## config.mk

```make
export PLATFORM = sky130hd
export DESIGN_NAME = adder_pipe_flat
export DESIGN_NICKNAME = d
export VERILOG_FILES = /design/src/rtl/adder_pkg.sv /design/src/rtl/adder_pipe_if.sv /design/src/rtl/adder_chunk.sv /design/src/rtl/half_adder.sv /design/src/rtl/adder_pipe.sv /design/src/flat_wrapper.sv
export SDC_FILE = /design/constraint.sdc
export NUM_CORES = 1
export LEC_CHECK = 0
export CORE_AREA = 10 10 112 114
export CTS_CLUSTER_DIAMETER = 40
export DETAILED_ROUTE_END_ITERATION = 8
export DIE_AREA = 0 0 122 124
export PLACE_DENSITY_LB_ADDON = 0.15
export SETUP_SLACK_MARGIN = 0.5
export SYNTH_ARGS = -nofsm -noshare
export SYNTH_HDL_FRONTEND = slang
export SYNTH_SLANG_ARGS = --single-unit
```

## constraint.sdc

```tcl
create_clock -name clk -period 3.6 [get_ports clk]
set_input_delay 0.72 -clock clk [delete_from_list [all_inputs] [get_ports clk]]
set_output_delay 0.72 -clock clk [all_outputs]
set_load 0.01 [all_outputs]
```

## src/rtl/adder_pkg.sv

```systemverilog
// Shared definitions for the pipelined adder: default slice width, stage
// count helper and the per-stage control record.
package adder_pkg;

    localparam int DEFAULT_CHUNK = 4;

    // Number of pipeline stages for a WIDTH-bit add split into CHUNK-bit slices.
    function automatic int stages(input int width, input int chunk);
        return width / chunk;
    endfunction

    // Per-stage control bits. The data part of a lane (partial sum, upper
    // operand bits) changes width from stage to stage, so it is held next to
    // this record inside each stage rather than in a fixed-width struct.
    typedef struct packed {
        logic valid;
        logic carry;
    } stage_ctl_t;

endpackage

```

## src/rtl/adder_pipe_if.sv

```systemverilog
// Operand/result handshake bundle for adder_pipe.
// The sat signal exists only when ADDER_PIPE_SAT_EN is defined.
interface adder_pipe_if #(
    parameter int WIDTH = 16
);
    logic             in_valid;
    logic             in_ready;
    logic [WIDTH-1:0] a;
    logic [WIDTH-1:0] b;
    logic             cin;
    logic             out_valid;
    logic             out_ready;
    logic [WIDTH-1:0] sum;
    logic             cout;
`ifdef ADDER_PIPE_SAT_EN
    logic             sat;

    modport master (output in_valid, a, b, cin, out_ready,
                    input  in_ready, out_valid, sum, cout, sat);
    modport slave  (input  in_valid, a, b, cin, out_ready,
                    output in_ready, out_valid, sum, cout, sat);
`else
    modport master (output in_valid, a, b, cin, out_ready,
                    input  in_ready, out_valid, sum, cout);
    modport slave  (input  in_valid, a, b, cin, out_ready,
                    output in_ready, out_valid, sum, cout);
`endif
endinterface

```

## src/rtl/adder_chunk.sv

```systemverilog
// Combinational CHUNK-bit ripple-carry adder built from half-adder pairs.
module adder_chunk
    import adder_pkg::*;
#(
    parameter int CHUNK = DEFAULT_CHUNK
) (
    input  logic [CHUNK-1:0] a,
    input  logic [CHUNK-1:0] b,
    input  logic             cin,
    output logic [CHUNK-1:0] sum,
    output logic             cout
);
    logic [CHUNK:0] c;

    assign c[0] = cin;

    for (genvar i = 0; i < CHUNK; i++) begin : g_bit
        logic s1, c1, c2;
        half_adder u_ha0 (.a(a[i]), .b(b[i]), .s(s1),     .c(c1));
        half_adder u_ha1 (.a(s1),   .b(c[i]), .s(sum[i]), .c(c2));
        assign c[i+1] = c1 | c2;
    end

    assign cout = c[CHUNK];
endmodule

```

## src/rtl/half_adder.sv

```systemverilog
// Single-bit half adder cell; two of these plus an OR make a full adder.
module half_adder (
    input  logic a,
    input  logic b,
    output logic s,
    output logic c
);
    assign s = a ^ b;
    assign c = a & b;
endmodule

```

## src/rtl/adder_pipe.sv

```systemverilog
// Pipelined unsigned adder: {cout, sum} = a + b + cin, one CHUNK-bit slice
// resolved per stage with the carry registered between stages.
// Whole pipeline advances together when the output slot is free or drained.
// Optional macro ADDER_PIPE_SAT_EN: clamp sum to all ones on carry-out and
// raise sat; cout still reports the raw carry.
module adder_pipe
    import adder_pkg::*;
#(
    parameter int WIDTH = 16,
    parameter int CHUNK = DEFAULT_CHUNK
) (
    input  logic       clk,
    input  logic       rst_n,
    adder_pipe_if.slave bus
);
    localparam int STAGES = stages(WIDTH, CHUNK);

    logic advance;
    logic in_fire;
    logic last_valid;

    assign advance      = !last_valid || bus.out_ready;
    assign bus.in_ready = advance;
    assign in_fire      = bus.in_valid && advance;
    assign bus.out_valid = last_valid;

    for (genvar k = 0; k < STAGES; k++) begin : g_stage
        // Operand bits still to be added when entering this stage.
        localparam int SRC_W = WIDTH - k * CHUNK;
        // Sum bits resolved once this stage has registered.
        localparam int LO_W  = (k + 1) * CHUNK;

        logic [SRC_W-1:0] src_a, src_b;
        logic             src_valid, src_carry;
        logic [CHUNK-1:0] part;
        logic             carry;
        logic [LO_W-1:0]  s_next, s_load;
        logic [LO_W-1:0]  s_lo;
        stage_ctl_t       ctl_q;

        if (k == 0) begin : g_src
            assign src_a     = bus.a;
            assign src_b     = bus.b;
            assign src_valid = in_fire;
            assign src_carry = bus.cin;
            assign s_next    = part;
        end else begin : g_src
            assign src_a     = g_stage[k-1].g_hi.a_hi;
            assign src_b     = g_stage[k-1].g_hi.b_hi;
            assign src_valid = g_stage[k-1].ctl_q.valid;
            assign src_carry = g_stage[k-1].ctl_q.carry;
            assign s_next    = {part, g_stage[k-1].s_lo};
        end

        adder_chunk #(.CHUNK(CHUNK)) u_add (
            .a    (src_a[CHUNK-1:0]),
            .b    (src_b[CHUNK-1:0]),
            .cin  (src_carry),
            .sum  (part),
            .cout (carry)
        );

        // Stage register: valid, carry and the sum bits produced so far.
        always_ff @(posedge clk or negedge rst_n) begin
            if (!rst_n) begin
                ctl_q <= '0;
                s_lo  <= '0;
            end else if (advance) begin
                ctl_q.valid <= src_valid;
                ctl_q.carry <= carry;
                s_lo        <= s_load;
            end
        end

        if (k < STAGES - 1) begin : g_hi
            logic [SRC_W-CHUNK-1:0] a_hi, b_hi;

            // Carry the not-yet-added operand bits to the next stage.
            always_ff @(posedge clk or negedge rst_n) begin
                if (!rst_n) begin
                    a_hi <= '0;
                    b_hi <= '0;
                end else if (advance) begin
                    a_hi <= src_a[SRC_W-1:CHUNK];
                    b_hi <= src_b[SRC_W-1:CHUNK];
                end
            end

            assign s_load = s_next;
        end else begin : g_out
`ifdef ADDER_PIPE_SAT_EN
            logic sat_q;

            assign s_load = carry ? '1 : s_next;

            // Saturation flag travels with the clamped result.
            always_ff @(posedge clk or negedge rst_n) begin
                if (!rst_n)       sat_q <= 1'b0;
                else if (advance) sat_q <= carry;
            end

            assign bus.sat = sat_q;
`else
            assign s_load = s_next;
`endif
            assign bus.sum    = s_lo;
            assign bus.cout   = ctl_q.carry;
            assign last_valid = ctl_q.valid;
        end
    end
endmodule
```

## src/flat_wrapper.sv

```systemverilog
// flat-port wrapper written by rule: the top's interface ports become plain ports
module adder_pipe_flat import adder_pkg::*;
#(
    parameter int WIDTH = 16,
    parameter int CHUNK = DEFAULT_CHUNK
)
  (clk, rst_n, bus_in_valid, bus_a, bus_b, bus_cin, bus_out_ready, bus_in_ready, bus_out_valid, bus_sum, bus_cout);
  adder_pipe_if #(.WIDTH(WIDTH)) bus_i ();
  input  logic clk;
  input  logic rst_n;
  input wire logic [$bits(bus_i.in_valid)-1:0] bus_in_valid;
  input wire logic [$bits(bus_i.a)-1:0] bus_a;
  input wire logic [$bits(bus_i.b)-1:0] bus_b;
  input wire logic [$bits(bus_i.cin)-1:0] bus_cin;
  input wire logic [$bits(bus_i.out_ready)-1:0] bus_out_ready;
  output wire logic [$bits(bus_i.in_ready)-1:0] bus_in_ready;
  output wire logic [$bits(bus_i.out_valid)-1:0] bus_out_valid;
  output wire logic [$bits(bus_i.sum)-1:0] bus_sum;
  output wire logic [$bits(bus_i.cout)-1:0] bus_cout;
  assign bus_i.in_valid = bus_in_valid;
  assign bus_i.a = bus_a;
  assign bus_i.b = bus_b;
  assign bus_i.cin = bus_cin;
  assign bus_i.out_ready = bus_out_ready;
  assign bus_in_ready = bus_i.in_ready;
  assign bus_out_valid = bus_i.out_valid;
  assign bus_sum = bus_i.sum;
  assign bus_cout = bus_i.cout;
  adder_pipe #(.WIDTH(WIDTH), .CHUNK(CHUNK)) u_core (.clk(clk), .rst_n(rst_n), .bus(bus_i));
endmodule
```

== Yosys cells after proc, flatten, opt, wreduce, memory -nomap -nowiden ==
Cells that the tools add are included.
Storage, ports and cells
  output and inout port bits: 19
  input port bits: 37
  flip-flop bits (word level): 96
  logic and storage cells: 101
Cells by class
  bitwise gates (word level): 80
  reductions and logical operators: 3
Operator list (number)
  $and A1 B1 Y1: 32
  $xor A1 B1 Y1: 32
  $or A1 B1 Y1: 16
  $logic_and A1 B1 Y1: 1
  $logic_not A1 Y1: 1
  $logic_or A1 B1 Y1: 1

== Logic depth before layout (Yosys ltp) ==
Gate-level depths: netlist (run 1).
  depth in word-level cells: 9
  mapped depth: 8
  gate-level depth less buffers: 8

== Modules after synthesis ==
From an unflattened synthesis (run 1), not the netlist that was laid out.
Unflattened totals
  cell total of the unflattened synthesis: 252
  area, all modules: 4184.0 um^2
Modules (own cells, without submodules)
  adder_pipe: sequential area each 2402.3 um^2, area each 3683.5 um^2, cells an instance 204, instances 1
  half_adder: sequential area each 0.0 um^2, area each 12.5 um^2, cells an instance 1, instances 32
  adder_chunk: sequential area each 0.0 um^2, area each 25.0 um^2, cells an instance 4, instances 4

== Least setup slack after synthesis (run 1) ==
OpenSTA, ideal clock, no wires.
  path kind: input to register
  start point: input port bus_cin
  end point: register u_core.g_stage[0].s_lo[3]
  required time: 3.523 ns
  arrival: 2.277 ns
  stages: 8
  setup time: 0.077 ns
  buffers on the path: 0
  path slack: 1.246 ns
  cells stage by stage: inv_1 fa_1 inv_1 fa_1 fa_1 inv_1 fa_1 a21oi_1
Between the ends
  word-level cells in the longest chain between the ends: 7
RTL lines
  from (decl): line flat_wrapper.sv:14  | input wire logic [$bits(bus_i.cin)-1:0] bus_cin;
  $and A1 B1 Y1: line half_adder.sv:9  | assign c = a & b;
  $or A1 B1 Y1: line adder_chunk.sv:21  | assign c[i+1] = c1 | c2;
  $and A1 B1 Y1: line half_adder.sv:9
  $or A1 B1 Y1: line adder_chunk.sv:21
  $and A1 B1 Y1: line half_adder.sv:9
  $or A1 B1 Y1: line adder_chunk.sv:21
  $xor A1 B1 Y1: line half_adder.sv:8  | assign s = a ^ b;
  to (signal assigned): line adder_pipe.sv:71  | s_lo <= s_load;
  to (decl): line adder_pipe.sv:38  | logic [LO_W-1:0] s_lo;
Every way passes these cells.
A chain may end at the register's enable or synchronous reset.

== Worst setup path after layout (run 1) ==
  start point: input port bus_out_ready
  end point: output port bus_in_ready
Between the ends
  word-level cells in the longest chain between the ends: 1
RTL lines
  from (decl): line flat_wrapper.sv:15  | input wire logic [$bits(bus_i.out_ready)-1:0] bus_out_ready;
  $logic_or A1 B1 Y1: line adder_pipe.sv:22  | assign advance = !last_valid || bus.out_ready;
  to (decl): line flat_wrapper.sv:16  | output wire logic [$bits(bus_i.in_ready)-1:0] bus_in_ready;
Every way passes these cells.

==> results of run 1 <==
==> cells in the mapped netlist (all sizes together) <==
cell type	n	area [um^2]
dfrtp	96	2400
mux2	83	991
inv	28	105
buf	12	97.6
nor3b	9	67.6
a21oi	9	45.0
mux2i	3	30.0
nand2b	2	20.0
fa	16	320
==> layer usage <==
layer	vias up	GRT usage, %
li1	970	-
met3	10	2.90
met2	42	14.0
met4	0	5.14
met1	1060	12.6
met5	-	0
==> per-stage QoR <==
stage                     cell area (um^2)  total power [mW]  hold slack [ns]  instances
after floorplan                       4080              2.80            0.424        258
after global placement                4730              3.27            0.453        440
after detailed placement              4730              3.31            0.465        440
after CTS                             4930              4.04            0.500        456
after global routing                  4930              4.27            0.518        456
final                                 4930              3.95            0.498        456
==> area by class of cell <==
cell class | instances | area [um^2]
Clock buffer | 12 | 145
Clock inverter | 4 | 53.8
Fill cell | 931 | 5300
Inverter | 28 | 105
Multi-Input combinational cell | 122 | 1470
Sequential cell | 96 | 2400
Tap cell | 136 | 170
Timing Repair Buffer | 58 | 583
==> state kept, by name, summed over array words and instances (netlist names) <==
| register | flops |
|---|---|
| u_core.g_stage.src_carry | 3 |
| u_core.g_stage.g_hi.b_hi | 24 |
| u_core.bus.sum | 16 |
| u_core.bus.cout | 1 |
| u_core.bus.out_valid | 1 |
| u_core.g_stage.g_hi.a_hi | 24 |
| u_core.g_stage.src_valid | 3 |
| u_core.g_stage.s_lo | 24 |
==> cell families after synthesis <==
| kind of cell | count (synthesis) | synth area share [%] |
|---|---|---|
| buffers and inverters | 40 | 4.97 |
| DFF | 96 | 58.9 |
| AOI/OAI and AO/OA | 9 | 1.10 |
| and+or+nand+nor | 11 | 2.15 |
| adders and majority gates | 16 | 7.85 |
| muxes | 86 | 25.0 |
==> worst max path at each step <==
| stage | start | to | slack [ns] | cells after the start |
|---|---|---|---|---|
| 5_1_grt | bus_out_ready | bus_in_ready | 0.79 | 4 |
| 6_report | bus_out_ready | bus_in_ready | 0.82 | 4 |
| 3_5_place_dp | bus_cin | u_core.g_stage[0].s_lo[3]$_DFFE_PN0N_ | 0.72 | 9 |
| 3_3_place_gp | bus_cin | u_core.g_stage[0].s_lo[3]$_DFFE_PN0N_ | 0.75 | 9 |
| 4_1_cts | bus_out_ready | bus_in_ready | 0.81 | 4 |
| 2_1_floorplan | bus_cin | u_core.g_stage[0].s_lo[3]$_DFFE_PN0N_ | 1.25 | 8 |
==> worst max-delay path: stages <==
cell and delay [ns]:
clkdlybuf4s50_1 0.46, buf_4 0.18, nand2b_4 0.16, clkdlybuf4s50_1 0.54
==> power by group <==
part | switching, mW | internal [mW]
combinational | 0.552 | 0.890
sequential | 0.254 | 1.55
clock | 0.366 | 0.342
total | 1.17 | 2.78
==> results.cfg, run 1 <==
[outcome]
run_status = finished, final reports clean

[setup_path]
setup.worst_path.start_class = input pin
worst-endpoint-required_ns = 2.88
worst_r2r_endpoint = u_core.g_stage[2].s_lo[11]$_DFFE_PN0N_
criticalPathCategory = input pin to output pin
setup.reg_to_reg.worst_slack_ns = 1.34
rr_worst_depth = 8
timing.critical_path.arrival_ns = 2.06
worst_reg2reg_startpoint = u_core.g_stage[1].g_hi.b_hi[0]$_DFFE_PN0N_
worst_setup_path_end_kind = output pin
worst-path-max-fanout = 10

[routing]
met1Wirelength_um = 3180
wirelength_um = 6840
via_count = 2082
route.detailed.wl_per_inst_um = 15.0
postRouteAntennaNets = 0
met3WireLength_um = 374
number_of_drc_markers_after_the_initial_detailed_route_iteration = 80
wl_met2_um = 3160
top_signal_layer_used = met4
vias_per_cell = 4.57
route.detailed.drc = 0
drt_pass1_iterations = 4

[cts]
clkSlewWorstSetupHoldPaths_ns = 0.10
post_cts.resized_instances = 0
clockBufferDepth = 2
numCtsBuffers = 9
tritoncts_clock_tree = yes
cts_num_sinks = 96
htreeDepth = 3
clock_latency_on_the_worst_skew_pair_ns = 0.35
post_cts_buffers = 0
holdBufCountCts = 0
ctsRootBufferMaster = clkbuf_8

[layout]
layout_common_cells = dfrtp_1, mux2_2, clkdlybuf4s50_1
share_of_layout_cells_above_drive_strength_1_pct = 31.9
final_common_cell = dfrtp_1
antenna-diode-count = 0
area_delta_synth_final_pct = 21.0
layout.nets = 368
utilization_pct = 48.2

[timing]
max-slew-margin-rel_pct = 28.3
fin_skew_ns = 0.0122
achievable-frequency_mhz = 360
worst-slew-pin-transition_ns = 1.08
final_period_minus_worst_setup_slack_ns = 2.78
period_share_pct = 77.1
grt_setup_unrepaired = false
slew_violations = 0
finalSetupTns_ns = 0
timing.final.setup_violations = 0
finalHoldViolCount = 0
setup_ws_ns = 0.823

[min_path]
hold_path_depth = 1
hold_path_startpoint = u_core.g_stage[3].src_valid$_DFFE_PN0N_
hold_path.class = flip-flop to flip-flop
hold_path_end = u_core.bus.out_valid$_DFFE_PN0N_

[job]
maxCapViolCount = 0

[synthesis]
synthesis.yosys.warnings = 0
synth.avg_cell_area_um2 = 15.8
synth_sequential_area_ratio_pct = 58.9
ys_types = 12
post_synth_inst_count = 258
yosys_register_bits = 96
mappedNetlistArea_um2 = 4080
post_syn_nets = 311

[power_and_ir_drop]
power.static_leakage_nw = 2.17
power.density_cell_area_nw_per_um2 = 801
ir_worst_vdd_v = 0.000574

[die]
core_um2 = 10200
floorplan.initialDensity_pct = 39.9
die_h_um = 124
rows = 37
area_enclosed_by_the_die_boundary_um2 = 15100
ios = 56
die_x_um = 122

[grt]
initial_antenna_violation_count = 0
grt_pass1_wl_um = 11400
grt_start_max_net_pins = 97
via_count_of_the_first_global_routing_pass = 2266
global_route.usage.total_pct = 9.60
grt_overflow = 0

[placement]
detailedPlace.worstSlack_ns = 0.717
hpwlAfterDp_um = 4470
gp_routability_congestion = 0.692
numPortBuffers = 55
Power figures use the tool's default switching activity.
==> run 2, diff against run 1 <==
==> constraint.sdc (replaced) <==
create_clock -name clk -period 2.6 [get_ports clk]
set_input_delay 0.52 -clock clk [delete_from_list [all_inputs] [get_ports clk]]
set_output_delay 0.52 -clock clk [all_outputs]
set_load 0.01 [all_outputs]
==> results.cfg, run 2 (synthesis results as in run 1) <==
[outcome]
run_status = finished, final reports clean

[setup_path]
setup.worst_path.start_class = flip-flop
worst_r2r_endpoint = u_core.bus.sum[15]$_DFFE_PN0N_
setup.reg_to_reg.worst_slack_ns = 0.53
rr_worst_depth = 8
critPathLaunch = u_core.g_stage[2].g_hi.a_hi[0]$_DFFE_PN0N_
worst_reg2reg_startpoint = u_core.g_stage[2].g_hi.a_hi[0]$_DFFE_PN0N_
timing.critical_path.arrival_ns = 2.36
worst-path-max-fanout = 2
worst_setup_path_end_kind = flip-flop
criticalPathCategory = flip-flop to flip-flop
worst-endpoint-required_ns = 2.89

[grt]
grt_pass1_wl_um = 11400
via_count_of_the_first_global_routing_pass = 2276
initial_antenna_violation_count = 0
global_route.usage.total_pct = 9.62
grt_overflow = 0
grt_start_max_net_pins = 97

[layout]
antenna-diode-count = 0
final_common_cell = dfrtp_1
share_of_layout_cells_above_drive_strength_1_pct = 42.6
layout.nets = 372
reg.largest.list = u_core.g_stage.g_hi.a_hi x24, u_core.g_stage.g_hi.b_hi x24, u_core.g_stage.s_lo x24
layout_common_cells = dfrtp_1, mux2_2, clkdlybuf4s50_1
finalNonFillerCells = 460
area_delta_synth_final_pct = 22.7

[placement]
detailedPlace.worstSlack_ns = -0.0368
dp.cells = 441
hpwlAfterDp_um = 4560
gp_routability_congestion = 0.732
numPortBuffers = 55

[routing]
wirelength_um = 6700
postRouteAntennaNets = 0
route.detailed.wl_per_inst_um = 14.6
via_count = 2108
route.detailed.drc = 0
vias_per_cell = 4.58
drt_pass1_iterations = 3
number_of_drc_markers_after_the_initial_detailed_route_iteration = 74

[cts]
numCtsBuffers = 9
clock_latency_on_the_worst_skew_pair_ns = 0.35
clkSlewWorstSetupHoldPaths_ns = 0.10
tritoncts_clock_tree = yes
cts_num_sinks = 96
ctsRootBufferMaster = clkbuf_8
holdBufCountCts = 0
htreeDepth = 3
clockBufferDepth = 2

[timing]
period_share_pct = 79.7
setup_ws_ns = 0.528
hold_ws_ns = 0.0434
slew_violations = 0
max-slew-margin-rel_pct = 63.7
final_period_minus_worst_setup_slack_ns = 2.07
worst-slew-pin-transition_ns = 0.544
finalHoldViolCount = 0
achievable-frequency_mhz = 483
grt_setup_unrepaired = true
timing.final.setup_violations = 0
fin_skew_ns = 0.0170

[power_and_ir_drop]
fin_total_pwr_mw = 5.52
ir_worst_vdd_v = 0.000530
power.static_leakage_nw = 2.18
power.density_cell_area_nw_per_um2 = 1100

[job]
maxCapViolCount = 0

[die]
area_enclosed_by_the_die_boundary_um2 = 15100
die_h_um = 124
core_um2 = 10200
floorplan.initialDensity_pct = 39.9
ios = 56
rows = 37
die_x_um = 122

[min_path]
hold_path.class = input pin to asynchronous set/reset pin
==> run 2: changes by cell type in the layout (fill, tap and decap cells not counted), sizes merged <==
cell | before | now
clkdlybuf4s15 | 0 | 3
inv | 28 | 30
clkbuf | 12 | 10
clkinv | 1 | 3
clkdlybuf4s50 | 54 | 49
dlymetal6s2s | 0 | 1
clkinvlp | 2 | 0
buf | 4 | 8
dlygate4sd2 | 0 | 1
==> run 2: worst max-delay path: stages (launching register included) <==
cell and delay (ns):
dfrtp_1 0.39, inv_1 0.08, fa_1 0.20, inv_2 0.05, fa_2 0.36, fa_2 0.34, inv_2 0.07, fa_1 0.40
a21oi_1 0.12
==> run 2: area by class of cell <==
| class | instances | area [um^2] |
|---|---|---|
| timing repair buffer | 62 | 627 |
| sequential | 96 | 2400 |
| fill | 920 | 5230 |
| tap | 136 | 170 |
| multi-input combinational | 122 | 1510 |
| inverter | 28 | 105 |
| clock buffer | 10 | 128 |
| clock inverter | 6 | 66.3 |
==> run 2: repair_timing <==
| item | CTS | global route |
|---|---|---|
| pin swaps | 9 | 10 |
| hold endpoints to repair | 0 | 0 |
| resized for setup | 23 | 13 |
| endpoints found under the setup margin | 8 | 4 |
| buffers inserted | 2 | 1 |
==> run 2: worst max-delay path by stage <==
stage | endpoint | slack, ns | cells after the start
final | u_core.bus.sum[15]$_DFFE_PN0N_ | 0.53 | 8
after global routing | u_core.bus.sum[15]$_DFFE_PN0N_ | 0.44 | 8
after CTS | u_core.g_stage[1].s_lo[7]$_DFFE_PN0N_ | 0.40 | 8
after detailed placement | u_core.g_stage[0].s_lo[3]$_DFFE_PN0N_ | -0.04 | 9
after global placement | u_core.g_stage[0].s_lo[3]$_DFFE_PN0N_ | 0.01 | 9
after floorplan | u_core.g_stage[0].s_lo[3]$_DFFE_PN0N_ | 0.49 | 8
==> run 2: layer usage <==
metal	share of wire (%)	global-route usage, %	up-vias
li1	-	-	982
met1	47	12.5	1077
met2	46	14.4	39
met3	5.1	2.67	10
met4	1.8	4.92	0
met5	0	0	-
==> run 2: power breakdown <==
group          switching [mW]  internal [mW]  leakage (nW)
registers               0.366           2.14          1.11
logic                   0.768           1.28         0.971
clock network           0.509          0.451         0.101
==> run 2: metrics by stage <==
stage	cell area (um^2)	util [%]	setup TNS [ns]
floorplan	4090	-	0
global placement	4760	46.5	0
detailed placement	4760	46.5	-0.0368
CTS	4980	48.7	0
global route	5000	48.9	0
finish	5000	48.9	0
==> run 3, diff against run 2 <==
==> constraint.sdc (replaced) <==
create_clock -name clk -period 2.1 [get_ports clk]
set_input_delay 0.42 -clock clk [delete_from_list [all_inputs] [get_ports clk]]
set_output_delay 0.42 -clock clk [all_outputs]
set_load 0.01 [all_outputs]
==> results.cfg, run 3 (synthesis results as in run 1) <==
[timing]
setup_ws_ns = 0.0482
slew_violations = 0
grt_setup_unrepaired = true
period_share_pct = 97.7
finalHoldViolCount = 0
max-slew-margin-rel_pct = 64.7
fin_skew_ns = 0.00715
worst-slew-pin-transition_ns = 0.530
achievable-frequency_mhz = 487
finalSetupTns_ns = 0
timing.final.setup_violations = 0
final_period_minus_worst_setup_slack_ns = 2.05

[die]
rows = 37
die_h_um = 124
die_x_um = 122
floorplan.initialDensity_pct = 39.9
ios = 56
area_enclosed_by_the_die_boundary_um2 = 15100
core_um2 = 10200

[layout]
antenna-diode-count = 0
reg.largest.list = u_core.g_stage.g_hi.a_hi x24, u_core.g_stage.g_hi.b_hi x24, u_core.g_stage.s_lo x24
layout_common_cells = dfrtp_1, mux2_2, clkdlybuf4s50_1
area_delta_synth_final_pct = 28.3
share_of_layout_cells_above_drive_strength_1_pct = 47.9
layout.cell_area.non_filler_um2 = 5230
final_common_cell = dfrtp_1
nFillCells = 864
layout.nets = 381

[cts]
clkSlewWorstSetupHoldPaths_ns = 0.09
tritoncts_clock_tree = yes
numCtsBuffers = 9
clockBufferDepth = 2
clock_latency_on_the_worst_skew_pair_ns = 0.35
htreeDepth = 3
ctsRootBufferMaster = clkbuf_8
holdBufCountCts = 0
cts_num_sinks = 96

[setup_path]
worst-endpoint-required_ns = 2.39
worst_setup_path_end_kind = flip-flop
timing.critical_path.arrival_ns = 2.34
worst_reg2reg_startpoint = u_core.g_stage[2].g_hi.a_hi[0]$_DFFE_PN0N_
setup.worst_path.start_class = flip-flop
worst-path-max-fanout = 2
critPathLaunch = u_core.g_stage[2].g_hi.a_hi[0]$_DFFE_PN0N_
setup.reg_to_reg.worst_slack_ns = 0.05
criticalPathCategory = flip-flop to flip-flop

[grt]
grt_overflow = 0
grt_util_met3_pct = 2.90
global_route.usage.total_pct = 10.2
gr-max-usage-layer = met2
grt_pass1_wl_um = 12200
grt_start_max_net_pins = 97
via_count_of_the_first_global_routing_pass = 2345
initial_antenna_violation_count = 0
groute.layer.met2.usage_pct = 15.5
groute.layer.met1.usage_pct = 13.2

[routing]
route.detailed.wl_per_inst_um = 15.6
route.detailed.drc = 0
via_count = 2166
drt_pass1_iterations = 5
postRouteAntennaNets = 0
wirelength_um = 7300
vias_per_cell = 4.63
number_of_drc_markers_after_the_initial_detailed_route_iteration = 84

[power_and_ir_drop]
netSwitchingPower_mw = 2.15
pwr-share-seq_pct = 42.7
power.density_cell_area_nw_per_um2 = 1380
ir_worst_vdd_v = 0.000512
power.static_leakage_nw = 2.32
power_report.internal_total_mw = 5.08
share_clk_of_total_power_pct = 18.3
comb_power_share_pct = 39.0
power.switching_fraction_pct = 29.7

[job]
maxCapViolCount = 0

[min_path]
hold_path.class = input pin to asynchronous set/reset pin

[placement]
numPortBuffers = 55
detailedPlace.worstSlack_ns = -0.596
hpwlAfterDp_um = 4820
gp_routability_congestion = 0.684
placed_cell_area_um2 = 4870

[outcome]
run_status = finished, final reports clean
run 3: metal layers:
layer,wire length [um],share of wire [%],vias to the layer above
li1,-,-,998
met1,3360,46,1114
met2,3400,47,44
met3,410,5.6,10
met4,130,1.8,0
met5,0,0,-
run 3: path summary, 6_finish.rpt:
check	to	cells past startpoint
max	u_core.bus.sum[15]$_DFFE_PN0N_	8
min	u_core.g_stage[0].g_hi.a_hi[1]$_DFFE_PN0N_	2
max reg2reg	u_core.bus.sum[15]$_DFFE_PN0N_	8
min reg2reg	u_core.bus.out_valid$_DFFE_PN0N_	1
max in group asynchronous	u_core.g_stage[0].g_hi.b_hi[4]$_DFFE_PN0N_	2
min in group clk	u_core.bus.out_valid$_DFFE_PN0N_	1
run 3: through the flow:
stage	total power, mW	cells	hold slack, ns	utilization [%]
floorplan	4.93	258	0.124	-
global placement	5.82	445	0.458	47.6
detailed placement	5.88	445	0.462	47.6
CTS	7.20	462	0.119	50.1
global route	7.83	468	0.146	51.1
finish	7.23	468	0.0761	51.1
run 3: final cells by class:
type | count | area (um^2) | area share (%)
Sequential cell | 96 | 2400 | 45.9
Multi-Input combinational cell | 122 | 1550 | 29.7
Timing Repair Buffer | 71 | 764 | 14.6
Tap cell | 136 | 170 | 3.25
Clock buffer | 10 | 138 | 2.63
Inverter | 28 | 123 | 2.34
Clock inverter | 5 | 81.3 | 1.55
run 3: repair_timing:
item / 4_1_cts / 5_1_grt
buffers inserted: 1 / 5
gates resized for setup: 47 / 14
pin swaps: 7 / 7
cloned: 1 / 1
endpoints found under the setup margin: 52 / 56
run 3: worst max-delay path: stages (launching register included):
cell and delay (ns):
dfrtp_1 0.40, inv_2 0.07, fa_2 0.19, inv_2 0.04, fa_2 0.34, fa_2 0.34
inv_2 0.07, fa_2 0.43, a21oi_2 0.12
run 3: power by group through the flow:
stage          logic, mW  registers (mW)  clock network [mW]
2_1_floorplan       1.82            3.11                   0
4_1_cts             2.74            3.09                1.36
5_1_grt             3.18            3.20                1.45
3_5_place_dp        2.74            3.14                   0
6_report            2.82            3.08                1.32
3_3_place_gp        2.70            3.12                   0
